[config.mk]
export PLATFORM = sky130hd
export DESIGN_NAME = mem_arbiter
export DESIGN_NICKNAME = d
export VERILOG_FILES = /design/src/rtl/mem_arbiter_pkg.sv /design/src/rtl/mem_arb_slot.sv /design/src/rtl/mem_arbiter.sv
export SDC_FILE = /design/constraint.sdc
export NUM_CORES = 1
export LEC_CHECK = 0
export BUFFER_PORTS_ARGS = -buffer_cell sky130_fd_sc_hd__buf_2
export CORE_UTILIZATION = 29
export DETAILED_ROUTE_END_ITERATION = 10
export GPL_ROUTABILITY_DRIVEN = 0
export HOLD_SLACK_MARGIN = 0.02
export PLACE_DENSITY = 0.49
export SYNTH_ARGS = -nofsm -noshare
export SYNTH_HDL_FRONTEND = slang
export SYNTH_HIERARCHICAL = 1
export SYNTH_SLANG_ARGS = --single-unit
[constraint.sdc]
create_clock -name clk -period 1.7 [get_ports clk]
set_input_delay 0.255 -clock clk [delete_from_list [all_inputs] [get_ports clk]]
set_output_delay 0.255 -clock clk [all_outputs]
set_load 0.1 [all_outputs]
[src/rtl/mem_arbiter_pkg.sv]
// Shared types for the instruction/data memory arbiter: port request/response
// structs, arbiter state, pending-slot record and the default starvation limit.
package mem_arbiter_pkg;

    localparam int STARVE_LIMIT_DEFAULT = 4;

    typedef struct packed {
        logic        mem_valid;
        logic        mem_fence;
        logic        mem_instr;
        logic [31:0] mem_addr;
        logic [31:0] mem_wdata;
        logic [3:0]  mem_wstrb;
    } mem_in_type;

    typedef struct packed {
        logic        mem_ready;
        logic [31:0] mem_rdata;
    } mem_out_type;

    typedef enum logic [1:0] {
        IDLE,
        BUSY_I,
        BUSY_D
    } arb_state_type;

    typedef struct packed {
        logic        valid;
        logic        fence;
        logic        instr;
        logic [31:0] addr;
        logic [31:0] wdata;
        logic [3:0]  wstrb;
    } pend_type;

    function automatic pend_type capture(mem_in_type req, logic side_instr);
        pend_type p;
        p.valid = req.mem_valid;
        p.fence = req.mem_fence;
        p.instr = req.mem_instr | side_instr;
        p.addr  = req.mem_addr;
        p.wdata = req.mem_wdata;
        p.wstrb = req.mem_wstrb;
        return p;
    endfunction

    function automatic mem_in_type to_mem(pend_type p);
        mem_in_type m;
        m.mem_valid = p.valid;
        m.mem_fence = p.fence;
        m.mem_instr = p.instr;
        m.mem_addr  = p.addr;
        m.mem_wdata = p.wdata;
        m.mem_wstrb = p.wstrb;
        return m;
    endfunction

endpackage

[src/rtl/mem_arb_slot.sv]
// Per-port pending request slot: a new request overwrites a not-yet-issued one,
// and a grant clears it. eff presents the request the arbiter should see this cycle.
module mem_arb_slot
    import mem_arbiter_pkg::*;
#(
    parameter bit is_instr = 1'b0
) (
    input  logic       clk,
    input  logic       rst,
    input  mem_in_type req,
    input  logic       clr,
    output pend_type   eff
);

    logic     slot_valid;
    pend_type slot_data;

    // An incoming request supersedes whatever is parked, so it is visible immediately.
    always_comb begin
        if (req.mem_valid) begin
            eff = capture(req, is_instr);
        end else begin
            eff       = slot_data;
            eff.valid = slot_valid;
        end
    end

    always_ff @(posedge clk) begin
        if (!rst) begin
            slot_valid <= 1'b0;
        end else if (clr) begin
            slot_valid <= 1'b0;
        end else if (req.mem_valid) begin
            slot_valid <= 1'b1;
        end
    end

    always_ff @(posedge clk) begin
        if (req.mem_valid) begin
            slot_data <= capture(req, is_instr);
        end
    end

endmodule

[src/rtl/mem_arbiter.sv]
// Arbitrates the single memory port between instruction fetch and data accesses;
// data wins unless instruction fetch has been passed over starve_limit times.
module mem_arbiter
    import mem_arbiter_pkg::*;
#(
    parameter int starve_limit = STARVE_LIMIT_DEFAULT
) (
    input  logic        clk,
    input  logic        rst,
    input  mem_in_type  imem_in,
    output mem_out_type imem_out,
    input  mem_in_type  dmem_in,
    output mem_out_type dmem_out,
    output mem_in_type  mem_in,
    input  mem_out_type mem_out
);

    localparam int            CW    = $clog2(starve_limit + 1);
    localparam logic [CW-1:0] LIMIT = CW'(starve_limit);

    typedef struct packed {
        arb_state_type state;
        logic [CW-1:0] cnt;
        mem_in_type    issue;
    } reg_type;

    reg_type  r, rin;
    pend_type ipend, dpend;
    logic     gnt_i, gnt_d, done;

    mem_arb_slot #(.is_instr(1'b1)) u_islot (
        .clk (clk),
        .rst (rst),
        .req (imem_in),
        .clr (gnt_i),
        .eff (ipend)
    );

    mem_arb_slot #(.is_instr(1'b0)) u_dslot (
        .clk (clk),
        .rst (rst),
        .req (dmem_in),
        .clr (gnt_d),
        .eff (dpend)
    );

    always_comb begin
        rin                 = r;
        rin.issue.mem_valid = 1'b0;
        gnt_i               = 1'b0;
        gnt_d               = 1'b0;
        imem_out            = '0;
        dmem_out            = '0;
        done                = rst && (r.state != IDLE) && mem_out.mem_ready;

        // A completing transaction frees the port for a grant on the same edge.
        if (r.state == IDLE || done) begin
            if (dpend.valid && (!ipend.valid || r.cnt != LIMIT)) begin
                gnt_d = 1'b1;
            end else if (ipend.valid) begin
                gnt_i = 1'b1;
            end
        end

        if (done) begin
            rin.state = IDLE;
            if (r.state == BUSY_I) begin
                imem_out.mem_ready = 1'b1;
                imem_out.mem_rdata = mem_out.mem_rdata;
            end else begin
                dmem_out.mem_ready = 1'b1;
                dmem_out.mem_rdata = mem_out.mem_rdata;
            end
        end

        if (gnt_i) begin
            rin.state = BUSY_I;
            rin.issue = to_mem(ipend);
            rin.cnt   = '0;
        end

        if (gnt_d) begin
            rin.state = BUSY_D;
            rin.issue = to_mem(dpend);
            if (ipend.valid && r.cnt != LIMIT) begin
                rin.cnt = r.cnt + CW'(1);
            end
        end
    end

    always_ff @(posedge clk) begin
        if (!rst) begin
            r.state <= IDLE;
            r.cnt   <= '0;
            r.issue <= '0;
        end else begin
            r <= rin;
        end
    end

    assign mem_in = r.issue;

endmodule

After elaboration in Yosys (flattened, before gate mapping)

Index checks and enable logic that the tools add are counted.

Equality and inequality tests: 2
Multiplexer cells: 15
Add/subtract/negate cells: 1
Reduce and logical (&&, ||, !) cells: 14
Bitwise gates (word level): 1

Operators by type and width:

| operator                                                         | number |
|---|---|
| 76-bit 2-to-1 mux                                                | 2 |
| 71-bit 2-to-1 mux                                                | 2 |
| 33-bit 2-to-1 mux                                                | 4 |
| 2-bit nonzero test                                               | 3 |
| 1-bit 2-to-1 mux                                                 | 5 |
| 1-bit logical AND                                                | 4 |
| 2-bit OR reduction                                               | 2 |
| 3-bit by 1-bit adder with 3-bit output (second input constant)   | 1 |
| 3-bit 2-to-1 mux                                                 | 1 |
| 3-bit != test (second input constant)                            | 1 |
| 3-bit nonzero test                                               | 1 |
| 2-bit by 1-bit == test with 1-bit output (second input constant) | 1 |
| 2-bit zero test                                                  | 1 |
| 1-bit logical OR                                                 | 2 |
| 2-bit 2-to-1 mux                                                 | 1 |
| 1-bit zero test                                                  | 1 |
| 1-bit inverter                                                   | 1 |

Logic and storage cells: 53
Output and inout bits: 137
Input bits: 177
Flip-flop bits (word level): 217

Logic depth before layout (Yosys ltp)

Gate-level depths: netlist of the first run.

Depth after elaboration: 9
Gate-level depth with buffers: 9
Gate-level depth less buffers: 6

Modules after synthesis

Netlist of the first run, hierarchy kept.

Modules (own cells, without submodules):

| module                  | times used | cells each | area each (um^2) | seq. area each (um^2) |
|---|---|---|---|---|
| mem_arbiter             | 1          | 576        | 4878.4           | 1521.5 |
| mem_arb_slot at u_dslot | 1          | 151        | 3339.5           | 2122.0 |
| mem_arb_slot at u_islot | 1          | 151        | 2965.3           | 2092.0 |

Worst setup path before layout of the first run

Ideal clock, no wire load.

Path kind: input -> output
Start: in rst
End: out imem_out[10] (netlist name)
Cell stages on the path: 4
Slack: -1.083 ns
Buffers on the path: 2
Data required time: 1.445 ns
Arrival time: 2.528 ns
Cell sequence: buf_2 and4b_1 clkbuf_1 and2_1

RTL lines:

| element            | line              | RTL |
|---|---|---|
| start: declaration | mem_arbiter.sv:9  | `input logic rst,` |
| end: declaration   | mem_arbiter.sv:11 | `output mem_out_type imem_out,` |

==> impl_metrics.env, run 1 <==
export IMPL_drt_wl_total_mm=34.7
export IMPL_p_per_area_nw_per_um2=1020
export IMPL_p_total_w=0.0170
export IMPL_fin_nets=1457
export IMPL_num_rows=71
export IMPL_period_share=1.16
export IMPL_hp_start="rst"
export IMPL_synth_seq_area_share=0.513
export IMPL_dp_worst_setup_slack_ns=-0.0677
export IMPL_hold_viol_final=0
export IMPL_drv_slew=0
export IMPL_avgRoutedWirePerCell_um=19.2
export IMPL_clk_latency_ns=0.54
export IMPL_gr_usage_met2=0.289
export IMPL_h_tree_depth=1
export IMPL_syn_avg_cell_area_sq_um=12.7
export IMPL_die_width_um=198
export IMPL_place_area_sq_um=14000
export IMPL_worst_endpoint_arrival_ns=1.72
export IMPL_drive_above_1_share=0.481
export IMPL_yosysWarnings=6
export IMPL_crit_family="simple AND/OR/NAND/NOR gates"
export IMPL_worst_slack_ns=-0.276
export IMPL_synth_ff_type="edfxtp_1"
export IMPL_cts_buffers=27
export IMPL_hold_slack_ns=0.0667
export IMPL_synth_fp_nets=1057
export IMPL_cts_max_path_buffers=3
export IMPL_crit_chain="and4b_1 > buf_6 > and2_2 > buf_12"
export IMPL_synth_most_common_cell="edfxtp_1"
export IMPL_endpoint_kind="primary output"
export IMPL_cts_tree="yes"
export IMPL_dieArea_sq_um=39400
export IMPL_root_buffer="clkbuf_16"
export IMPL_start_kind="register"
export IMPL_setup_violations=137
export IMPL_dpl_hpwl_mm=20.7
export IMPL_grt_pass1_vias=8638
export IMPL_num_vias=8468
export IMPL_cap_violations=0
export IMPL_via_per_inst=4.68
export IMPL_initial_core_util=0.296
export IMPL_grt_ovfl_total=0
export IMPL_critPathRequiredTime_ns=1.44
export IMPL_async_flop_share=0
export IMPL_outcome="finished, violations left"
export IMPL_critPathKind="reg2out"
export IMPL_tns_ns=-23.05
export IMPL_fin_crit_ns=1.98
export IMPL_grtUsageMet3=0.0409
export IMPL_drc=0
export IMPL_drt_pass1_iter_count=4
export IMPL_gr_usage_all_layers=0.169
export IMPL_synth_seq_cells=217
export IMPL_io_buffers=312
export IMPL_hp_class="in2reg"
export IMPL_dr_first_iter_drc_count=349
export IMPL_timing_critical_path_from="r[75]"
export IMPL_synth_top_cell_by_area="edfxtp_1"
export IMPL_max_clock_freq_mhz=506
export IMPL_clkTransAtPathRegs_ns=0.05
export IMPL_pin_count=314
export IMPL_grt_max_degree=75
export IMPL_die_y_um=198
export IMPL_ys_types=37
export IMPL_syn_area_sq_um=11200
export IMPL_crit_buf_inv=2
export IMPL_synth_top_cell_area_share=0.373
export IMPL_rsz0062_at_grt="true"
export IMPL_grt_pass1_wl_mm=51.3
export IMPL_synth_edf_count=139
export IMPL_ir_worst_vdd_mv=0.887
export IMPL_syn_instance_count=878
export IMPL_coreArea_sq_um=37800
export IMPL_tightestPinTransition_ns=0.547
export IMPL_synthToLayoutAreaGrowth_pct=49.8
export IMPL_cpPeakStageDelay_ns=0.34
export IMPL_gr_usage_met1=0.213
export IMPL_synthTopCellsByCount="edfxtp_1, buf_4, dfxtp_1"
export IMPL_ant_nets=0
export IMPL_power_leakage_nw=6.93
export IMPL_critPathMaxFanout=17
export IMPL_slew_headroom=0.638
export IMPL_critical_path_slowest_cell="dfxtp_4"
export IMPL_synth_area_leaders="edfxtp_1, dfxtp_1, mux2_4"
export IMPL_violations="negative setup slack"
export IMPL_antenna_found_initial=1
export IMPL_fin_skew_ns=0.0106
export IMPL_stdcell_area_sq_um=16800
export IMPL_clkSinkCount=217
export IMPL_r2r_start="r[75]"
export IMPL_busiest_layer="met2"
==> metrics by stage <==
step           cells  utilization
4_1_cts         1805        0.441
6_report        1811        0.443
3_5_place_dp    1596        0.369
5_1_grt         1810        0.443
3_3_place_gp    1596        0.369
2_1_floorplan    878            -
==> layout make-up <==
class	instances	area, sq um
diodes	2	5.00
clock buffers	37	733
clock inverters	12	110
fillers	3527	21100
inverters	75	282
multi-input cells	444	4330
flip-flops and latches	217	5740
well taps	511	639
repair buffers	513	4920
==> registers in the layout, summed over array words and instances (netlist names) <==
signal / cells
mem_in: 71
r: 5
u_dslot/slot_data: 70
u_dslot/slot_valid: 1
u_islot/slot_data: 69
u_islot/slot_valid: 1
==> cells by family (layout without fill, tap and decap cells) <==
| group | Yosys count | after routing | synth area share |
|---|---|---|---|
| buf+inv | 217 | 637 | 0.118 |
| compound gates | 222 | 222 | 0.158 |
| other cells | 1 | 3 | 0.000335 |
| simple gates | 80 | 80 | 0.0453 |
| fa+ha+maj | 2 | 2 | 0.00224 |
| flops | 217 | 217 | 0.513 |
| mux | 139 | 139 | 0.163 |
==> where the power goes <==
group / switching [W] / internal (W)
clock: 0.00233 / 0.00330
combinational: 0.00331 / 0.00168
sequential: 0.000256 / 0.00616
total: 0.00590 / 0.0111
==> worst reg2reg max path, stage by stage (launching register included) <==
cell and delay (ns):
dfxtp_4 0.34, buf_4 0.13, buf_6 0.11, a2bb2oi_4 0.16, or3_4 0.40, buf_12 0.14
buf_12 0.14, buf_16 0.14, o221a_4 0.23
==> metal layers <==
layer	up-vias	part of all wire	wire, um
met5	-	0	0
met4	0	0.020	700
met3	44	0.078	2710
met2	290	0.47	16400
met1	4131	0.43	14900
li1	4003	-	-
==> timing repair <==
| item | in CTS | in global routing |
|---|---|---|
| gates resized for setup | 53 | 11 |
| setup endpoints to repair | 85 | 138 |
| hold buffers | 139 | 0 |
| pin swaps | 55 | 37 |
| buffers inserted | 13 | 4 |
| hold endpoints to repair | 139 | 0 |
| cloned | 8 | 5 |
==> cells in the final DEF, fill, tap and decap left out, types with 3 or more instances in the layout <==
cell,instances
a21boi_0,3
a21oi_1,70
and2_2,17
and2_4,47
buf_12,88
buf_16,5
buf_2,242
buf_4,25
buf_6,6
buf_8,3
clkbuf_1,8
clkbuf_16,31
clkbuf_8,3
clkinv_1,6
dfxtp_1,76
dlygate4sd3_1,139
edfxtp_1,139
inv_1,75
mux2_2,69
mux2_4,70
o221a_1,68
o31ai_1,70
==> path summary, 6_finish.rpt <==
kind                                    end  slack [ns]  depth (start not counted)
worst min-delay path                  r[74]        0.07                          2
worst max-delay path            imem_out[4]       -0.28                          4
worst min register to register        r[72]        0.51                          2
worst max register to register   mem_in[37]       -0.20                          8
No activity file was read; power rests on OpenSTA's default activity.
==> inputs of run 2 (changes only) <==
Settings changed: HOLD_SLACK_MARGIN 0.02 to unset, SKIP_CTS_REPAIR_TIMING set to 1.
==> run 2 against run 1 <==
Effect of this change: the run still ends with negative setup slack left; combinational power shrank 1%; global-route usage shrank 1.4 points; setup slack lost 0.016 ns; count of clock-buffer cells in the layout is the same; flip-flop and latch count is the same; critical path depth is the same; die area is the same; first-iteration DRC count grew 2.3%; via count shrank 0.47%.
==> impl_metrics.env, run 2 (synthesized netlist as in run 1, its figures left out) <==
export IMPL_drt_pass1_iter_count=4
export IMPL_die_width_um=198
export IMPL_clk_latency_ns=0.54
export IMPL_r2r_start="u_dslot/slot_valid"
export IMPL_grt_ovfl_total=0
export IMPL_pin_count=314
export IMPL_rsz0062_at_grt="true"
export IMPL_fin_crit_ns=1.99
export IMPL_h_tree_depth=1
export IMPL_final_common_cell="buf_2"
export IMPL_hp_class="in2reg"
export IMPL_gr_usage_all_layers=0.155
export IMPL_endpoint_kind="primary output"
export IMPL_coreArea_sq_um=37800
export IMPL_drv_slew=0
export IMPL_endpoint="imem_out[22]"
export IMPL_worst_endpoint_arrival_ns=1.74
export IMPL_p_per_area_nw_per_um2=1020
export IMPL_period_share=1.17
export IMPL_num_vias=8428
export IMPL_stdcell_area_sq_um=16600
export IMPL_clkSinkCount=217
export IMPL_grt_pass1_wl_mm=47.2
export IMPL_start_kind="register"
export IMPL_io_buffers=312
export IMPL_cts_tree="yes"
export IMPL_cts_buffers=27
export IMPL_clkTransAtPathRegs_ns=0.05
export IMPL_critPathKind="reg2out"
export IMPL_dpl_hpwl_mm=20.7
export IMPL_via_per_inst=4.68
export IMPL_initial_core_util=0.296
export IMPL_avgRoutedWirePerCell_um=19.2
export IMPL_hold_viol_final=0
export IMPL_outcome="finished, violations left"
export IMPL_place_area_sq_um=14000
export IMPL_tightestPinTransition_ns=0.548
export IMPL_grt_max_degree=75
export IMPL_dp_worst_setup_slack_ns=-0.0677
export IMPL_synthToLayoutAreaGrowth_pct=48.8
export IMPL_drc=0
export IMPL_fin_skew_ns=0.0103
export IMPL_drive_above_1_share=0.477
export IMPL_dr_first_iter_drc_count=357
export IMPL_violations="negative setup slack"
export IMPL_power_leakage_nw=6.87
export IMPL_grt_pass1_vias=7822
export IMPL_ant_nets=0
export IMPL_cap_violations=0
export IMPL_timing_critical_path_from="r[75]"
export IMPL_worst_slack_ns=-0.291
export IMPL_antennaDiodeCount=0
export IMPL_setup_violations=109
export IMPL_regToRegEndpoint="mem_in[42]"
export IMPL_ir_worst_vdd_mv=0.891
export IMPL_critPathMaxFanout=16
export IMPL_max_clock_freq_mhz=502
export IMPL_hold_slack_ns=0.0413
export IMPL_mostFrequentLayoutCells="buf_2, dlygate4sd3_1, edfxtp_1"
export IMPL_critPathRequiredTime_ns=1.44
export IMPL_r2r_slack_ns=-0.05
export IMPL_root_buffer="clkbuf_16"
export IMPL_cts_max_path_buffers=3
export IMPL_dieArea_sq_um=39400
export IMPL_slew_headroom=0.637
export IMPL_drt_wl_total_mm=34.7
export IMPL_die_y_um=198
export IMPL_fin_nets=1450
export IMPL_num_rows=71
export IMPL_reg2reg_depth=5
export IMPL_largest_register_ffs=71
export IMPL_antenna_found_initial=0
[run 2: changes by cell type in the layout (fill, tap and decap cells not counted), sizes merged]
cell / change
buf: -14
or3: +1
clkbuf: +6
diode: -2
[run 2: layer usage]
layer,global-route usage,wire [um],vias up
li1,-,-,3978
met5,0,0,-
met1,0.194,14900,4114
met2,0.256,16400,289
met3,0.0482,2610,47
met4,0.0445,785,0
[run 2: final cells by class]
type                    count  area [sq um]
clock inverters            12           110
clock buffers              37           733
inverters                  75           282
fillers                  3525         21200
multi-input cells         445          4350
flip-flops and latches    217          5740
repair buffers            505          4790
well taps                 511           639
[run 2: through the flow]
| stage | power (W) | std cells | setup TNS (ns) | util |
|---|---|---|---|---|
| after global routing | 0.0177 | 1802 | -22.92 | 0.440 |
| after floorplan | 0.0101 | 878 | -0.0813 | - |
| after detailed placement | 0.0110 | 1596 | -2.37 | 0.369 |
| after CTS | 0.0167 | 1645 | -23.84 | 0.391 |
| final | 0.0170 | 1802 | -16.91 | 0.440 |
| after global placement | 0.0109 | 1596 | -1.37 | 0.369 |
[run 2: how the worst min path moves through the flow]
stage	start	endpoint	slack (ns)	depth (start not counted)
after floorplan	dmem_in[0]	u_dslot/slot_data[0]	0.35	0
after global placement	imem_in[51]	u_islot/slot_data[51]	0.44	1
after detailed placement	imem_in[43]	u_islot/slot_data[43]	0.45	1
after CTS	imem_in[24]	u_islot/slot_data[24]	-0.14	1
after global routing	rst	r[74]	0.04	2
final	rst	r[74]	0.04	2
[run 2: critical path, cell delays in order (launching register included)]
cell and delay (ns):
dfxtp_4 0.35, and4b_1 0.29, buf_6 0.18, and2_2 0.20, buf_12 0.18
[run 2: where the power goes]
group | total, W | internal, W | switching [W]
Clock | 0.00564 | 0.00330 | 0.00233
Combinational | 0.00493 | 0.00163 | 0.00330
Sequential | 0.00642 | 0.00616 | 0.000256
Total | 0.0170 | 0.0111 | 0.00589
